===== src/rtl/ifetch_ctrl.sv =====
// IJVM instruction-byte prefetcher: fills a small byte FIFO from method-area
// memory over a single-outstanding req/ack handshake and serves MBR/MBR2.
module ifetch_ctrl #(
    parameter int DEPTH  = 4,
    parameter int ADDR_W = 32
) (
    input  logic                       clk,
    input  logic                       rst,
    input  logic                       pc_load,
    input  logic [ADDR_W-1:0]          pc_in,
    output logic                       mem_rd,
    output logic [ADDR_W-1:0]          mem_addr,
    input  logic                       mem_ack,
    input  logic [7:0]                 mem_data,
    input  logic                       consume1,
    input  logic                       consume2,
    output logic                       mbr_valid,
    output logic [7:0]                 mbr_data,
    output logic                       mbr2_valid,
    output logic [15:0]                mbr2_data,
    output logic [ADDR_W-1:0]          pc_out,
    output logic [$clog2(DEPTH):0]     count
);

    localparam int PTR_W = $clog2(DEPTH);
    localparam int CW    = PTR_W + 1;
    localparam logic [CW-1:0] FULL = CW'(DEPTH);
    localparam logic [CW-1:0] ONE  = CW'(1);
    localparam logic [CW-1:0] TWO  = CW'(2);

    typedef enum logic [1:0] {IDLE, FETCH, DISCARD} state_t;

    state_t              state_q, state_d;
    logic [ADDR_W-1:0]   fetch_pc_q, fetch_pc_d;
    logic [CW-1:0]       count_q, count_d;
    logic [PTR_W-1:0]    rd_ptr_q, rd_ptr_d;
    logic [PTR_W-1:0]    wr_ptr_q, wr_ptr_d;
    logic                mem_rd_q, mem_rd_d;
    logic [ADDR_W-1:0]   mem_addr_q, mem_addr_d;
    logic [7:0]          fifo_q [DEPTH];

    logic                push;
    logic [CW-1:0]       pop_n;
    logic [CW-1:0]       count_after;
    logic [PTR_W-1:0]    rd_ptr_p1;

    // pc_load outranks any consume; a byte arriving with pc_load is stale
    always_comb begin
        push  = (state_q == FETCH) && mem_ack && !pc_load;
        pop_n = '0;
        if (!pc_load) begin
            if (consume2 && count_q >= TWO)
                pop_n = TWO;
            else if (consume1 && count_q >= ONE)
                pop_n = ONE;
        end
        count_after = count_q + {{(CW-1){1'b0}}, push} - pop_n;
    end

    always_comb begin
        state_d    = state_q;
        fetch_pc_d = fetch_pc_q;
        count_d    = count_after;
        rd_ptr_d   = rd_ptr_q + PTR_W'(pop_n);
        wr_ptr_d   = push ? wr_ptr_q + PTR_W'(1) : wr_ptr_q;
        mem_rd_d   = mem_rd_q;
        mem_addr_d = mem_addr_q;

        if (pc_load) begin
            count_d    = '0;
            rd_ptr_d   = '0;
            wr_ptr_d   = '0;
            fetch_pc_d = pc_in;
        end

        unique case (state_q)
            IDLE: begin
                if (pc_load) begin
                    state_d    = FETCH;
                    mem_rd_d   = 1'b1;
                    mem_addr_d = pc_in;
                end else if (count_q < FULL) begin
                    state_d    = FETCH;
                    mem_rd_d   = 1'b1;
                    mem_addr_d = fetch_pc_q;
                end
            end
            FETCH: begin
                if (pc_load && mem_ack) begin
                    mem_addr_d = pc_in;
                end else if (pc_load) begin
                    // request stays on the bus; its reply is dropped in DISCARD
                    state_d = DISCARD;
                end else if (mem_ack) begin
                    fetch_pc_d = fetch_pc_q + ADDR_W'(1);
                    if (count_after < FULL) begin
                        mem_addr_d = fetch_pc_q + ADDR_W'(1);
                    end else begin
                        state_d  = IDLE;
                        mem_rd_d = 1'b0;
                    end
                end
            end
            DISCARD: begin
                if (mem_ack) begin
                    state_d    = FETCH;
                    mem_addr_d = fetch_pc_d;
                end
            end
            default: begin
                state_d  = IDLE;
                mem_rd_d = 1'b0;
            end
        endcase
    end

    always_ff @(posedge clk or posedge rst) begin
        if (rst) begin
            state_q    <= IDLE;
            fetch_pc_q <= '0;
            count_q    <= '0;
            rd_ptr_q   <= '0;
            wr_ptr_q   <= '0;
            mem_rd_q   <= 1'b0;
            mem_addr_q <= '0;
        end else begin
            state_q    <= state_d;
            fetch_pc_q <= fetch_pc_d;
            count_q    <= count_d;
            rd_ptr_q   <= rd_ptr_d;
            wr_ptr_q   <= wr_ptr_d;
            mem_rd_q   <= mem_rd_d;
            mem_addr_q <= mem_addr_d;
        end
    end

    generate
        for (genvar gi = 0; gi < DEPTH; gi++) begin : g_fifo
            always_ff @(posedge clk or posedge rst) begin
                if (rst)
                    fifo_q[gi] <= 8'h00;
                else if (push && wr_ptr_q == PTR_W'(gi))
                    fifo_q[gi] <= mem_data;
            end
        end
    endgenerate

    assign rd_ptr_p1  = rd_ptr_q + PTR_W'(1);
    assign mem_rd     = mem_rd_q;
    assign mem_addr   = mem_addr_q;
    assign count      = count_q;
    assign mbr_valid  = (count_q >= ONE);
    assign mbr2_valid = (count_q >= TWO);
    assign mbr_data   = fifo_q[rd_ptr_q];
    assign mbr2_data  = {fifo_q[rd_ptr_q], fifo_q[rd_ptr_p1]};
    assign pc_out     = fetch_pc_q - ADDR_W'(count_q);

endmodule

===== config.mk =====
export PLATFORM = sky130hd
export DESIGN_NAME = ifetch_ctrl
export DESIGN_NICKNAME = d
export VERILOG_FILES = /design/src/rtl/ifetch_ctrl.sv
export SDC_FILE = /design/constraint.sdc
export NUM_CORES = 1
export LEC_CHECK = 0
export ABC_AREA = 0
export CORE_ASPECT_RATIO = 1.2
export CORE_MARGIN = 10
export CORE_UTILIZATION = 54
export DETAILED_ROUTE_END_ITERATION = 12
export GPL_TIMING_DRIVEN = 0
export PLACE_DENSITY = 0.83
export SLEW_MARGIN = 20
export SYNTH_ARGS = -nofsm -noshare
export SYNTH_HDL_FRONTEND = slang
export SYNTH_SLANG_ARGS = --single-unit

===== constraint.sdc =====
create_clock -name clk -period 6.2 [get_ports clk]
set_input_delay 1.24 -clock clk [delete_from_list [all_inputs] [get_ports clk]]
set_output_delay 1.24 -clock clk [all_outputs]
set_load 0.01 [all_outputs]

==> results_dict.tcl, run 1 <==
set metrics [dict create \
    run_status "finished clean" \
    syn_inst 787 \
    worst_hold_path_type "flip-flop to flip-flop" \
    synthArstFlopShare_pct 100 \
    syn_area_per_cell_um2 9.24 \
    ir_drop_uv 325 \
    leakagePower_nw 3.70 \
    skew_ps 8.39 \
    syn-cell-area_um2 7280 \
    dieWidth_um 126 \
    timing.final.ws_setup_ps 150 \
    synthTopCellsByArea "dfrtp_1 (36%), mux2_2 (5.4%), mux4_2 (5.0%)" \
    synth_flop_cell "dfrtp_1" \
    drive_gt1_share_pct 12.5 \
    routed_via_density 6.44 \
    grt_first_pass_wirelength_um 40100 \
    yosysTopAreaCell "dfrtp_1" \
    finalSetupViolations 0 \
    worst_pin_slew_ps 1080 \
    grt_pass1_vias 7105 \
    slew-limit-headroom_pct 28.0 \
    antenna_cells 0 \
    cts_inserted_buffers 9 \
    post-route-util_pct 70.1 \
    synth-edff-count 0 \
    stdcell_count 1113 \
    pin_count 140 \
    yosysTopAreaCellShare_pct 36.5 \
    ant_nets 0 \
    fin_tns_setup_ps 0 \
    yosysWarnings 0 \
    core_um2 13200 \
    drt-initial-drc-count 789 \
    grt_max_degree 62 \
    num_vias 7164 \
    cp-start-kind "input pin" \
    antenna_found_initial 0 \
    area.growth.synth_to_final_pct 27.6 \
    cts_tree "done" \
    ys_ff_latch 106 \
    numClockSinks 106 \
    drtPass1Iterations 5 \
    clock_latency_ps 360 \
    p_per_area_nw_per_um2 430 \
    fin_crit_sh_pct 97.6 \
    cts_root_buf "clkbuf_16" \
    holdBufCountCts 0 \
    initial_core_util_pct 55.0 \
    die_area_um2 18500 \
    crit_fanout 10 \
    die_h_um 147 \
    std_cell_rows 46 \
    path_class "input pin to flip-flop" \
    grt.overflow.total 0 \
    cp-end-kind "flip-flop" \
    post-route-min-period_ps 6050 \
    cts_buffer_depth 2 \
    post-route-cell-area_um2 9280 \
    grt_usage_pct 26.7 \
    rsz0062_at_grt "false" \
    finalMaxSlewViolations 0 \
    max_freq_mhz 165 \
    final_hold_viol_count 0 \
    post_drt_wl_per_cell_um 22.7 \
    maxCapViolations 0 \
    htree_levels 3 \
    fin_nets 1000 \
    ys_seq_area_share_pct 36.5 \
    place_area_um2 8910 \
    drc 0 \
    clk_pin_slew_worst_paths_ps 70 \
    gp_congestion 0.998 \
    arrival_ps 6260 \
    syn_nets 847 \
    port_buffers 139 \
    critPathRequiredTime_ps 6410 \
    dp_cells 1095 \
    drt-total-wl_um 25200 \
    dp_hpwl_um 18200 \
    dpl_worst_slack_ps -965 \
    synthDistinctLibCells 74 \
]
## path summary, 6_finish.rpt
| check | from | endpoint | slack, ps | cells past startpoint |
|---|---|---|---|---|
| min in group asynchronous | rst | fifo_q[28] | 1280 | 2 |
| setup reg to reg | state_q[1] | mem_addr[7] | 1950 | 14 |
| setup / recovery | pc_load | mem_addr[7] | 150 | 16 |
| hold reg to reg | mem_addr[4] | mem_addr[4] | 490 | 2 |
| max in group asynchronous | rst | state_q[0] | 4250 | 3 |
| hold / removal | mem_addr[4] | mem_addr[4] | 490 | 2 |
## flip-flops by register name, summed over array words and instances (netlist names)
register    cells
state_q         2
count           3
rd_ptr_q        2
mem_rd          1
wr_ptr_q        2
fetch_pc_q     32
fifo_q         32
mem_addr       32
## worst max-delay path, stage by stage
cell and delay [ps]:
clkdlybuf4s50_1 550, clkbuf_1 400, clkbuf_2 350, buf_2 330, clkbuf_2 370, and4b_1 270, ha_1 290, inv_1 50
ha_1 130, inv_1 50, fa_1 370, xnor2_1 360, nor4b_2 430, a311o_1 210, clkbuf_1 670, o31ai_1 180
## routing by layer
layer | part of all wire (%) | track usage, % | wire length, um
met1 | 39 | 33.5 | 9840
met2 | 46 | 41.6 | 11700
met3 | 9.7 | 6.23 | 2440
met4 | 5.0 | 14.2 | 1260
met5 | 0 | 0 | 0
## repair_timing
| action | in CTS | in global routing |
|---|---|---|
| resized for setup | 6 | 4 |
| endpoints found under the setup margin | 32 | 13 |
| setup buffers | 2 | 0 |
| gates cloned | 0 | 0 |
## where the power goes
group	internal [mW]	leakage [nW]	switching, mW	total [mW]
registers	0.926	1.31	0.167	1.09
clock network	0.366	0.163	0.271	0.638
logic	1.12	2.23	1.15	2.27
total	2.41	3.70	1.58	4.00
## synth_stat cells, drive strengths merged, types with 17 or more instances
library cell	n
dfrtp	106
nand2	86
nor2	52
clkbuf	51
o21ai	44
mux2	35
xor2	34
xnor2	33
nor3	32
buf	29
nand3	20
nand4	20
nor4	19
inv	17
## kinds of logic after synthesis
family	synth area share [%]
xor gates and xnor gates	8.07
muxes	11.6
buffers and inverters	6.04
adders and majority gates	2.61
and+or+nand+nor	21.2
AOI/OAI and AO/OA	14.0
DFF	36.5
## metrics by stage
stage	total power [mW]	hold slack (ps)
2_1_floorplan	2.28	491
3_3_place_gp	3.26	465
3_5_place_dp	3.30	473
4_1_cts	3.98	489
5_1_grt	4.21	505
6_report	4.00	486
## layout make-up
type | count | area (um^2)
repair buffers | 142 | 1430
multi-input cells | 583 | 4210
clock buffers | 10 | 239
fillers | 1064 | 3960
plain buffers | 80 | 379
inverters | 18 | 72.6
flip-flops and latches | 106 | 2650
clock inverters | 6 | 87.6
well taps | 168 | 210
## layout by cell type, fill, tap and decap left out, types with 32 or more instances in the layout
cell	n
clkdlybuf4s50_1	139
dfrtp_1	106
nand2_1	86
nor2_1	52
clkbuf_1	47
o21ai_0	42
mux2_2	35
xor2_1	34
xnor2_1	33
nor3_1	32
Power figures use the tool's default switching activity.
==> run 2, diff against run 1 <==
--- a/config.mk
+++ b/config.mk
@@ -12,6 +12,8 @@
 export DETAILED_ROUTE_END_ITERATION = 12
 export GPL_TIMING_DRIVEN = 0
 export PLACE_DENSITY = 0.83
+export RECOVER_POWER = 50
+export REMOVE_ABC_BUFFERS = 1
 export SLEW_MARGIN = 20
 export SYNTH_ARGS = -nofsm -noshare
 export SYNTH_HDL_FRONTEND = slang
==> run 2 against run 1 <==
Effect of this change: the flow now finishes with violations (capacitance limit, slew limit); register-to-register slack gained 120 ps; clock power shrank 2%; utilization shrank 2.6 points.
==> results_dict.tcl, run 2 (synthesized netlist as in run 1, its figures left out) <==
set metrics [dict create \
    run_status "finished with violations" \
    violations "capacitance limit, slew limit" \
    dp_cells 1019 \
    fin_crit_sh_pct 90.1 \
    cts_tree "done" \
    maxCapViolations 2 \
    drive_gt1_share_pct 10.6 \
    cts_inserted_buffers 9 \
    grt_max_degree 78 \
    finalMaxSlewViolations 109 \
    r2r_slack_ps 2070 \
    stdcell_count 1037 \
    antenna_cells 0 \
    grt_pass1_vias 6598 \
    timing.rr.start "state_q[1]" \
    die_area_um2 18500 \
    slew-limit-headroom_pct -16.7 \
    ir_drop_uv 274 \
    numClockSinks 106 \
    drtPass1Iterations 5 \
    cts_buffer_depth 2 \
    final_hold_viol_count 0 \
    htree_levels 3 \
    crit_fanout 39 \
    std_cell_rows 46 \
    layout_commonest_cell "dfrtp_1" \
    pin_count 140 \
    critPathRequiredTime_ps 6440 \
    die_h_um 147 \
    drt-initial-drc-count 639 \
    cts_setup_buffers 0 \
    max_freq_mhz 179 \
    worst_pin_slew_ps 1740 \
    clock_latency_ps 350 \
    p_per_area_nw_per_um2 420 \
    endpoint "mem_addr[29]" \
    leakagePower_nw 3.56 \
    grt.overflow.total 0 \
    drt-total-wl_um 21500 \
    skew_ps 7.03 \
    fin_nets 924 \
    place_area_um2 8620 \
    drc 0 \
    dieWidth_um 126 \
    cp-end-kind "flip-flop" \
    ant_nets 0 \
    rsz0062_at_grt "false" \
    worst_hold_path_type "flip-flop to flip-flop" \
    post-route-min-period_ps 5590 \
    routed_via_density 6.35 \
    arrival_ps 5820 \
    ctsResizeCount 0 \
    post_drt_wl_per_cell_um 20.7 \
    final_cell_mix "dfrtp_1 (106), clkdlybuf4s50_1 (97), nand2_1 (86)" \
    path_class "input pin to flip-flop" \
    holdBufCountCts 0 \
    num_vias 6588 \
    ff2ff_path_depth 14 \
    cts_root_buf "clkbuf_16" \
    finalSetupViolations 0 \
    grt_first_pass_wirelength_um 34500 \
    port_buffers 139 \
    grt_usage_pct 22.4 \
    post-route-cell-area_um2 8940 \
    area.growth.synth_to_final_pct 22.8 \
    antenna_found_initial 0 \
    core_um2 13200 \
    gp_congestion 0.920 \
    initial_core_util_pct 55.0 \
    fin_tns_setup_ps 0 \
    clk_pin_slew_worst_paths_ps 70 \
    min_from "mem_addr[6]" \
    cp-start-kind "input pin" \
    crit_start "mem_ack" \
    dp_hpwl_um 15300 \
    r2r-end "mem_addr[29]" \
]
[run 2: worst min path at each step]
stage                       end  slack, ps  cells past startpoint
finish              mem_addr[6]        470                      2
detailed placement  mem_addr[6]        460                      2
global placement    mem_addr[1]        460                      2
CTS                 mem_addr[6]        480                      2
floorplan             fifo_q[7]        490                      1
global route        mem_addr[6]        500                      2
[run 2: worst max-delay path: stages]
cell           delay (ps)
dlygate4sd3_1        1050
nand3b_1              280
nor2_1                300
inv_1                  90
ha_1                  270
inv_1                  60
ha_1                  130
inv_1                  50
fa_1                  370
xnor2_1               350
nor4b_1               570
a311o_2               390
buf_12                260
a221oi_1               80
a221oi_1              330
[run 2: final cells by class]
type	count	area (um^2)
tap	168	210
fill	1053	4300
inverter	18	68.8
sequential	106	2650
clock buffer	12	256
timing repair buffer	146	1470
multi-input combinational	583	4210
clock inverter	4	73.8
[run 2: where the power goes]
| group | leakage (nW) | internal (mW) | switching (mW) |
|---|---|---|---|
| Clock | 0.163 | 0.376 | 0.252 |
| Combinational | 2.08 | 1.00 | 0.950 |
| Sequential | 1.31 | 0.925 | 0.246 |
[run 2: metal layers]
layer	wire, um	vias up	track usage, %
li1	-	3015	-
met1	8740	3170	27.9
met2	10200	345	36.3
met3	1850	58	5.15
met4	737	0	9.75
met5	0	-	0
[run 2: stage by stage]
step,hold slack (ps),setup WS [ps],power [mW],utilization (%)
global route,501,263,3.99,67.5
finish,470,613,3.75,67.5
detailed placement,465,-274,3.17,65.1
CTS,480,38.1,3.82,67.6
floorplan,491,1240,2.17,-
global placement,459,-2250,3.08,64.3
